===== src/rtl/carry_skip_addsub_pipe.sv =====
// Pipelined carry-skip add/subtract: stage k resolves skip block k, so one beat per cycle at any WIDTH.
// Latency NBLK register stages (the last one drives the outputs); a held output freezes the whole pipe and drops in_ready.
module carry_skip_addsub_pipe #(
    parameter int WIDTH = 16,
    parameter int BLOCK = 4,
    parameter int CNT_W = 16
) (
    input  logic             clk,
    input  logic             rst_n,
    input  logic             in_valid,
    output logic             in_ready,
    input  logic [WIDTH-1:0] a_i,
    input  logic [WIDTH-1:0] b_i,
    input  logic             cin_i,
    input  logic             op_i,
    output logic             out_valid,
    input  logic             out_ready,
    output logic [WIDTH-1:0] sum_o,
    output logic             carry_o,
    output logic             ovf_o,
    output logic             zero_o,
    output logic [CNT_W-1:0] skip_cnt_o,
    input  logic             clr_i
);
    localparam int NBLK = WIDTH / BLOCK;
    localparam int SW   = CNT_W + 1;

    logic             w_en;
    logic             w_accept;
    logic [WIDTH-1:0] w_b_eff;
    logic             w_cin_eff;

    logic [WIDTH-1:0] r_a   [NBLK];
    logic [WIDTH-1:0] r_b   [NBLK];
    logic [WIDTH-1:0] r_s   [NBLK];
    logic             r_c   [NBLK];
    logic             r_vld [NBLK];
    logic             r_ovf;
    logic             r_zero;
    logic [CNT_W-1:0] r_cnt;

    logic [WIDTH-1:0] w_a_nxt [NBLK];
    logic [WIDTH-1:0] w_b_nxt [NBLK];
    logic [WIDTH-1:0] w_s_nxt [NBLK];
    logic             w_c_nxt [NBLK];
    logic             w_v_nxt [NBLK];
    logic             w_ovf_nxt;
    logic             w_zero_nxt;

    logic [SW-1:0]    w_pcnt;
    logic [SW-1:0]    w_cnt_sum;
    logic [CNT_W-1:0] w_cnt_nxt;

    assign w_en      = ~r_vld[NBLK-1] | out_ready;
    assign in_ready  = w_en;
    assign w_accept  = in_valid & w_en;
    // Subtract is folded into an add at entry so no stage needs op_i.
    assign w_b_eff   = op_i ? ~b_i : b_i;
    assign w_cin_eff = op_i ? ~cin_i : cin_i;

    for (genvar k = 0; k < NBLK; k++) begin : g_stg
        logic [WIDTH-1:0] w_a;
        logic [WIDTH-1:0] w_b;
        logic [WIDTH-1:0] w_s;
        logic             w_c;
        logic             w_v;
        logic [BLOCK:0]   w_rip;
        logic             w_p;

        if (k == 0) begin : g_entry
            assign w_a = a_i;
            assign w_b = w_b_eff;
            assign w_s = '0;
            assign w_c = w_cin_eff;
            assign w_v = in_valid;
        end else begin : g_chain
            assign w_a = r_a[k-1];
            assign w_b = r_b[k-1];
            assign w_s = r_s[k-1];
            assign w_c = r_c[k-1];
            assign w_v = r_vld[k-1];
        end

        assign w_rip = {1'b0, w_a[k*BLOCK +: BLOCK]} + {1'b0, w_b[k*BLOCK +: BLOCK]}
                     + {{BLOCK{1'b0}}, w_c};
        assign w_p   = &(w_a[k*BLOCK +: BLOCK] ^ w_b[k*BLOCK +: BLOCK]);

        assign w_a_nxt[k] = w_a;
        assign w_b_nxt[k] = w_b;
        // Slice k of the incoming partial sum is still zero, so OR-ing places the new block.
        assign w_s_nxt[k] = w_s | (WIDTH'(w_rip[BLOCK-1:0]) << (k*BLOCK));
        assign w_c_nxt[k] = w_p ? w_c : w_rip[BLOCK];
        assign w_v_nxt[k] = w_v;
    end

    // Carry into the MSB recovered from its sum bit: s = a ^ b ^ c_in.
    assign w_ovf_nxt  = w_s_nxt[NBLK-1][WIDTH-1] ^ w_a_nxt[NBLK-1][WIDTH-1]
                      ^ w_b_nxt[NBLK-1][WIDTH-1] ^ w_c_nxt[NBLK-1];
    assign w_zero_nxt = ~|w_s_nxt[NBLK-1];

    always_ff @(posedge clk or negedge rst_n) begin
        if (!rst_n) begin
            for (int k = 0; k < NBLK; k++) begin
                r_a[k]   <= '0;
                r_b[k]   <= '0;
                r_s[k]   <= '0;
                r_c[k]   <= 1'b0;
                r_vld[k] <= 1'b0;
            end
            r_ovf  <= 1'b0;
            r_zero <= 1'b0;
        end else if (w_en) begin
            for (int k = 0; k < NBLK; k++) begin
                r_a[k]   <= w_a_nxt[k];
                r_b[k]   <= w_b_nxt[k];
                r_s[k]   <= w_s_nxt[k];
                r_c[k]   <= w_c_nxt[k];
                r_vld[k] <= w_v_nxt[k];
            end
            r_ovf  <= w_ovf_nxt;
            r_zero <= w_zero_nxt;
        end
    end

    // All block propagates are visible at entry, so the count is taken on the accept edge.
    always_comb begin
        w_pcnt = '0;
        for (int k = 0; k < NBLK; k++) begin
            w_pcnt = w_pcnt + SW'(&(a_i[k*BLOCK +: BLOCK] ^ w_b_eff[k*BLOCK +: BLOCK]));
        end
    end

    assign w_cnt_sum = {1'b0, r_cnt} + w_pcnt;
    assign w_cnt_nxt = w_cnt_sum[CNT_W] ? '1 : w_cnt_sum[CNT_W-1:0];

    always_ff @(posedge clk or negedge rst_n) begin
        if (!rst_n) begin
            r_cnt <= '0;
        end else if (clr_i) begin
            r_cnt <= '0;
        end else if (w_accept) begin
            r_cnt <= w_cnt_nxt;
        end
    end

    assign out_valid  = r_vld[NBLK-1];
    assign sum_o      = r_s[NBLK-1];
    assign carry_o    = r_c[NBLK-1];
    assign ovf_o      = r_ovf;
    assign zero_o     = r_zero;
    assign skip_cnt_o = r_cnt;
endmodule


===== config.mk =====
export PLATFORM = sky130hd
export DESIGN_NAME = carry_skip_addsub_pipe
export DESIGN_NICKNAME = d
export VERILOG_FILES = /design/src/rtl/carry_skip_addsub_pipe.sv
export SDC_FILE = /design/constraint.sdc
export NUM_CORES = 1
export LEC_CHECK = 0
export BUFFER_PORTS_ARGS = -buffer_cell sky130_fd_sc_hd__buf_2
export CORE_ASPECT_RATIO = 1.25
export CORE_MARGIN = 3
export CORE_UTILIZATION = 45
export CTS_CLUSTER_DIAMETER = 100
export CTS_CLUSTER_SIZE = 12
export DETAILED_ROUTE_END_ITERATION = 8
export PLACE_DENSITY = 0.67
export SYNTH_ARGS = -nofsm -noshare
export SYNTH_HDL_FRONTEND = slang
export SYNTH_SLANG_ARGS = --single-unit

===== constraint.sdc =====
create_clock -name clk -period 3.1 [get_ports clk]
set_clock_uncertainty 0.2 [all_clocks]
set_input_delay 0.62 -clock clk [delete_from_list [all_inputs] [get_ports clk]]
set_output_delay 0.62 -clock clk [all_outputs]
set_load 0.01 [all_outputs]

Word-level counts from Yosys, hierarchy flattened

Index checks and enable logic that the tools add are counted.

Bitwise logic cells: 18
Add/sub/neg operators: 12
Reduce and logical (&&, ||, !) cells: 10
Muxes and demuxes: 9

Operator list:

| kind                   | count |
|---|---|
| 2-to-1 mux 16 bit      | 4 |
| AND reduction 4 bit    | 7 |
| XOR 4 bit              | 7 |
| adder 4 x 4 -> 5 bit   | 4 |
| adder 5 x 1 -> 5 bit   | 4 |
| adder 16 x 4 -> 17 bit | 1 |
| inverter 16 bit        | 1 |
| OR 16 x 12 -> 16 bit   | 1 |
| OR 16 bit              | 1 |
| OR reduction 16 bit    | 1 |
| OR 4 x 8 -> 8 bit      | 1 |
| 2-to-1 mux 1 bit       | 5 |
| adder 3 x 1 -> 4 bit   | 1 |
| adder 2 x 1 -> 3 bit   | 1 |
| XOR 1 bit              | 3 |
| adder 1 x 1 -> 2 bit   | 1 |
| inverter 1 bit         | 2 |
| nonzero test 2 bit     | 1 |
| AND 1 bit              | 1 |
| logical NOT 1 bit      | 1 |
| OR 1 bit               | 1 |

Input port bits: 39
Bits in registers: 174

Logic depth before layout (Yosys ltp)

Depth after elaboration: 11
Mapped depth: 14

Least setup slack after synthesis

Ideal clock, no wire load.

Path type: input to register
From: input port op_i
To: register r_cnt[9] (netlist: skip_cnt_o[9])
Buffers on the path: 3
Data required time: 2.756 ns
Slack: -0.879 ns
Stages on the path: 13
Data arrival time: 3.636 ns
Cell sequence: clkbuf_1 clkbuf_1 a41oi_1 fa_1 inv_1 fa_1 fa_1 nand3_1 nor2_1 and3_1 buf_2 nor3_1 a221oi_1

Longest elaborated chain between the ends: 10

RTL lines:

| item                     | RTL line | text |
|---|---|---|
| start, declared          | 15       | `input logic op_i,` |
| 2-to-1 mux 16 bit *      | 58       | `assign w_b_eff = op_i ? ~b_i : b_i;` |
| XOR 4 bit                | 129      | `w_pcnt = w_pcnt + SW'(&(a_i[k*BLOCK +: BLOCK] ^ w_b_eff[k*BLOCK +: BLOCK]));` |
| AND reduction 4 bit      | 129      |  |
| adder 1 x 1 -> 2 bit     | 129      |  |
| adder 2 x 1 -> 3 bit     | 129      |  |
| adder 3 x 1 -> 4 bit *   | 129      |  |
| adder 16 x 4 -> 17 bit * | 133      | `assign w_cnt_sum = {1'b0, r_cnt} + w_pcnt;` |
| 2-to-1 mux 16 bit *      | 134      | `assign w_cnt_nxt = w_cnt_sum[CNT_W] ? '1 : w_cnt_sum[CNT_W-1:0];` |
| 2-to-1 mux 16 bit *      | 141      | `end else if (w_accept) begin` |
| 2-to-1 mux 16 bit *      | 139      | `end else if (clr_i) begin` |
| end signal, assigned     | 142      | `r_cnt <= w_cnt_nxt;` |
| end, declared            | 40       | `logic [CNT_W-1:0] r_cnt;` |

Every way passes the cells marked *; elsewhere a longest branch is shown, timed or not. The select of a mux whose other input is x is not followed.
A chain may end at the register's enable or synchronous reset.

Worst setup path in the final report

From: input port a_i[6]
To: register r_cnt[9] (netlist: skip_cnt_o[9])

Longest elaborated chain between the ends: 9

RTL lines:

| item                   | RTL line | text |
|---|---|---|
| start, declared        | 12       | `input logic [WIDTH-1:0] a_i,` |
| XOR 4 bit              | 129      |  |
| AND reduction 4 bit    | 129      |  |
| adder 1 x 1 -> 2 bit   | 129      |  |
| adder 2 x 1 -> 3 bit   | 129      |  |
| adder 3 x 1 -> 4 bit   | 129      |  |
| adder 16 x 4 -> 17 bit | 133      |  |
| 2-to-1 mux 16 bit      | 134      |  |
| 2-to-1 mux 16 bit      | 141      |  |
| 2-to-1 mux 16 bit      | 139      |  |

No other way between the ends. The select of a mux whose other input is x is not followed.

==> metrics.md <==
| Metric | Value |
|---|---|
| Status | `complete, but fails checks` |
| Failing checks | `negative setup slack` |
| Highest clock rate | `318.0 MHz` |
| Yosys top cell area share | `50.77%` |
| Max Slew Vio Count | `0` |
| Critical-path top delay cell | `fa_1` |
| CP Max Fanout | `6` |
| Port bufs | `75` |
| Flops & latches, synth | `114` |
| Core ar. | `0.01216 mm²` |
| Top FF cell, synth | `dfrtp_1` |
| Std-Cell Rows | `45` |
| Nets@finish | `782` |
| Post-layout util | `59.67%` |
| DP HPWL | `8616 µm` |
| Critical Path Start Type | `input port` |
| Slowest Stage Delay on Critical Path | `0.55 ns` |
| Met3 WL | `516 µm` |
| DRC | `0` |
| Cell variety after synth | `47` |
| Average vias per placed instance | `4.978` |
| Global-route wire length before repair | `21170 µm` |
| Diodes inserted | `0` |
| CTS Hold Bufs | `0` |
| Worst-path clk slew | `0.05 ns` |
| Gr ovfl total | `0` |
| Setup TNS | `-0.1606 ns` |
| Post-route ant nets | `0` |
| CTS Buf Count | `17` |
| Worst path most repeated cell | `fa_2` |
| R2R cell count | `10` |
| Initial antenna violation count | `0` |
| Vias post-DR | `4440` |
| WL met1 | `5369 µm` |
| Worst-margin pin slew | `0.6053 ns` |
| Clock insertion delay at the later pin of the skew report | `0.41 ns` |
| Critical path class | `input port to register` |
| Average footprint of a synthesized cell | `9.212 µm²` |
| Area of the multi-input gates | `0.002730 mm²` |
| Post-synth ARST share | `100.0%` |
| Die ar. | `0.01387 mm²` |
| Setup crit end | `skip_cnt_o[9]$_DFFE_PN0P_` |
| Die H | `130.9 µm` |
| Number of hold violations in the final report | `0` |
| Clock buffer depth | `2` |
| Crit share post-route | `101.4%` |
| Worst min path class | `input port to async pin` |
| Cells along the critical path | `buf_6 > xnor2_2 > nor4_2 > a41oi_2 > fa_1 > inv_1 > fa_2 > fa_2 > nand3_2 > nor2_4 > and3_4 > nor3_4 > a221oi_2` |
| GPL Wtd Cong | `0.9177` |
| Top cells by area, synth | `dfrtp_1, nand2_1, fa_1` |
| Fillers | `1090` |
| Ys Warns | `0` |
| Required time of the critical path | `3.17 ns` |
| Slew HR | `59.65%` |
| P_leak | `3.677 nW` |
| Initial Utilization | `46.20%` |
| Largest net degree at the start of global routing | `115` |
| RSZ-0062 raised after global routing | `yes` |
| Overall Power | `6.582 mW` |
| Post-placement setup slack | `-0.5622 ns` |
| WP depth | `13` |
| Vias in the first global route | `4526` |
| # clock sinks | `114` |
| Cell taking the most area after synthesis | `dfrtp_1` |
| MaxCap Viol Count | `0` |
| Crit. Startpoint | `a_i[6]` |
| Drt first-iter violations | `196` |
| Total GRT Usage | `19.10%` |
| Synth-to-Final Area Change | `29.15%` |
| Mapped Area | `0.005619 mm²` |
| Power Density | `907.0 mW/mm²` |
| Final critical path time including I/O delays and setup | `3.145 ns` |
| Crit path max-delay family | `adder cells` |
| TritonCTS clock tree | `yes` |
| Post-synthesis sequential area ratio | `50.77%` |
| CP Buf/Inv Count | `2` |
| Clock Root Buffer | `clkbuf_16` |
| Syn Nets | `677` |
| Pre-antenna DRT Iters | `5` |
| Arr. time, crit path | `3.21 ns` |
| DR top layer | `met4` |
| Htree depth | `4` |
| Worst R2R Start | `skip_cnt_o[0]$_DFFE_PN0P_` |
| Syn Inst Count | `610` |
| Reg2reg setup slack | `0.45 ns` |
| Capturing point of the worst reg2reg path | `skip_cnt_o[9]$_DFFE_PN0P_` |
| Die Width | `105.9 µm` |
| Fraction of layout instances using a drive strength above 1 | `25.14%` |
| I/O pin cnt | `76` |
| Routed WL | `12230 µm` |
| DR WL met2 | `6118 µm` |
| Routed WL per cell | `13.71 µm` |
| Area occupied by registers | `0.002853 mm²` |
| Finish-stage setup viols | `5` |
| Setup crit end kind | `register` |
| Peak supply drop | `0.4160 mV` |
| Final worst slack | `-0.04493 ns` |
| Post-synth EDFFs | `0` |
## how the worst min path moves through the flow
stage | startpoint | end | cells after the start
2_1_floorplan | rst_n | carry_o$_DFFE_PN0N_ | 0
3_3_place_gp | g_stg[3].w_v$_DFFE_PN0N_ | g_stg[3].w_v$_DFFE_PN0N_ | 2
3_5_place_dp | sum_o[5]$_DFFE_PN0N_ | sum_o[5]$_DFFE_PN0N_ | 2
4_1_cts | rst_n | skip_cnt_o[8]$_DFFE_PN0P_ | 2
5_1_grt | rst_n | skip_cnt_o[12]$_DFFE_PN0P_ | 2
6_report | rst_n | skip_cnt_o[12]$_DFFE_PN0P_ | 2
## layer usage
| layer | up-vias | GRT usage (%) |
|---|---|---|
| met5 | - | 0 |
| met4 | 0 | 7.546 |
| met3 | 17 | 4.521 |
| met2 | 87 | 32.58 |
| met1 | 2128 | 23.68 |
| li1 | 2208 | - |
## cell type report
class	instances	area share (%)
clock buffers	22	6.397
clock inverters	10	2.155
inverters	26	1.345
multi-input cells	439	37.62
flip-flops and latches	114	39.31
well taps	164	2.828
repair buffers	117	10.34
## metrics by stage
step / instance area (µm²) / instances / hold slack [ns]
after CTS: 7194 / 892 / 0.1135
after detailed placement: 6476 / 859 / 0.2531
final: 7257 / 892 / 0.08129
after floorplan: 5734 / 610 / 0.1244
after global routing: 7257 / 892 / 0.1263
after global placement: 6476 / 859 / 0.2449
## sequential cells by signal, indices dropped and copies added (netlist names)
register	count
zero_o	1
g_stg.w_c	3
out_valid	1
g_stg.w_b	24
carry_o	1
g_stg.w_a	24
g_stg.w_s	24
skip_cnt_o	16
g_stg.w_v	3
sum_o	16
ovf_o	1
## power by group
part           switching [mW]  internal, mW
Sequential              0.347          2.07
Combinational            1.20         0.942
Clock                   0.639          1.38
Total                    2.19          4.39
## cells in the final DEF, fill, tap and decap left out, types with 4 or more instances in the layout
master	n
xnor2_1	20
nand2_1	218
clkbuf_16	17
dfrtp_1	114
xor2_1	12
a31oi_1	8
bufinv_16	4
inv_1	25
o21ai_0	26
buf_2	68
and3_1	5
nand4_1	10
fa_1	9
nor3_1	6
nand3_1	4
buf_6	8
a21o_1	7
ha_1	17
a21oi_1	19
buf_4	40
clkinv_2	4
nor2_1	15
## timing repair
item,4_1_cts,5_1_grt
endpoints found under the setup margin,15,16
cloned,0,0
pin swaps,8,7
resized for setup,18,11
buffers inserted,1,0
hold endpoints to repair,0,0
## synth_stat cells (2+ instances only)
cell        n
xnor2_1    22
nor4b_1     2
o21ai_1     2
a21o_1      7
o21bai_1    3
a31oi_1     8
dfrtp_1   114
a211oi_1    2
nand3_1     6
nor4_1      4
a21oi_1    22
o211ai_1    2
and3_1      6
nor2_1     17
o21ai_0    27
xor2_1     16
nand4_1    10
a221oi_1    3
and4_1      2
a41oi_1     2
fa_1       11
buf_2       6
nor2b_1     4
buf_1       6
nor3_1      9
nand2_1   218
mux2_2      2
o21a_1      2
inv_1      25
ha_1       17
clkbuf_1   17
## cells by family (layout without fill, tap and decap cells)
group / count (synthesis) / count (layout) / share of synthesized area (%)
AND/OR/NAND/NOR: 288 / 288 / 21.96
multiplexers: 3 / 3 / 0.6012
AO/OA/AOI/OAI: 81 / 81 / 8.506
adder cells (fa/ha/maj): 28 / 28 / 7.704
XOR/XNOR: 39 / 39 / 6.324
flip-flops: 114 / 114 / 50.77
buffers and inverters: 57 / 175 / 4.142
## worst reg2reg max path, stage by stage (launching register included)
cell and delay, ns:
dfrtp_1 0.37, inv_1 0.08, fa_1 0.48, inv_1 0.05, fa_2 0.35, fa_2 0.37, nand3_2 0.10, nor2_4 0.07
and3_4 0.19, nor3_4 0.18, a221oi_2 0.10
Power figures use the tool's default switching activity.
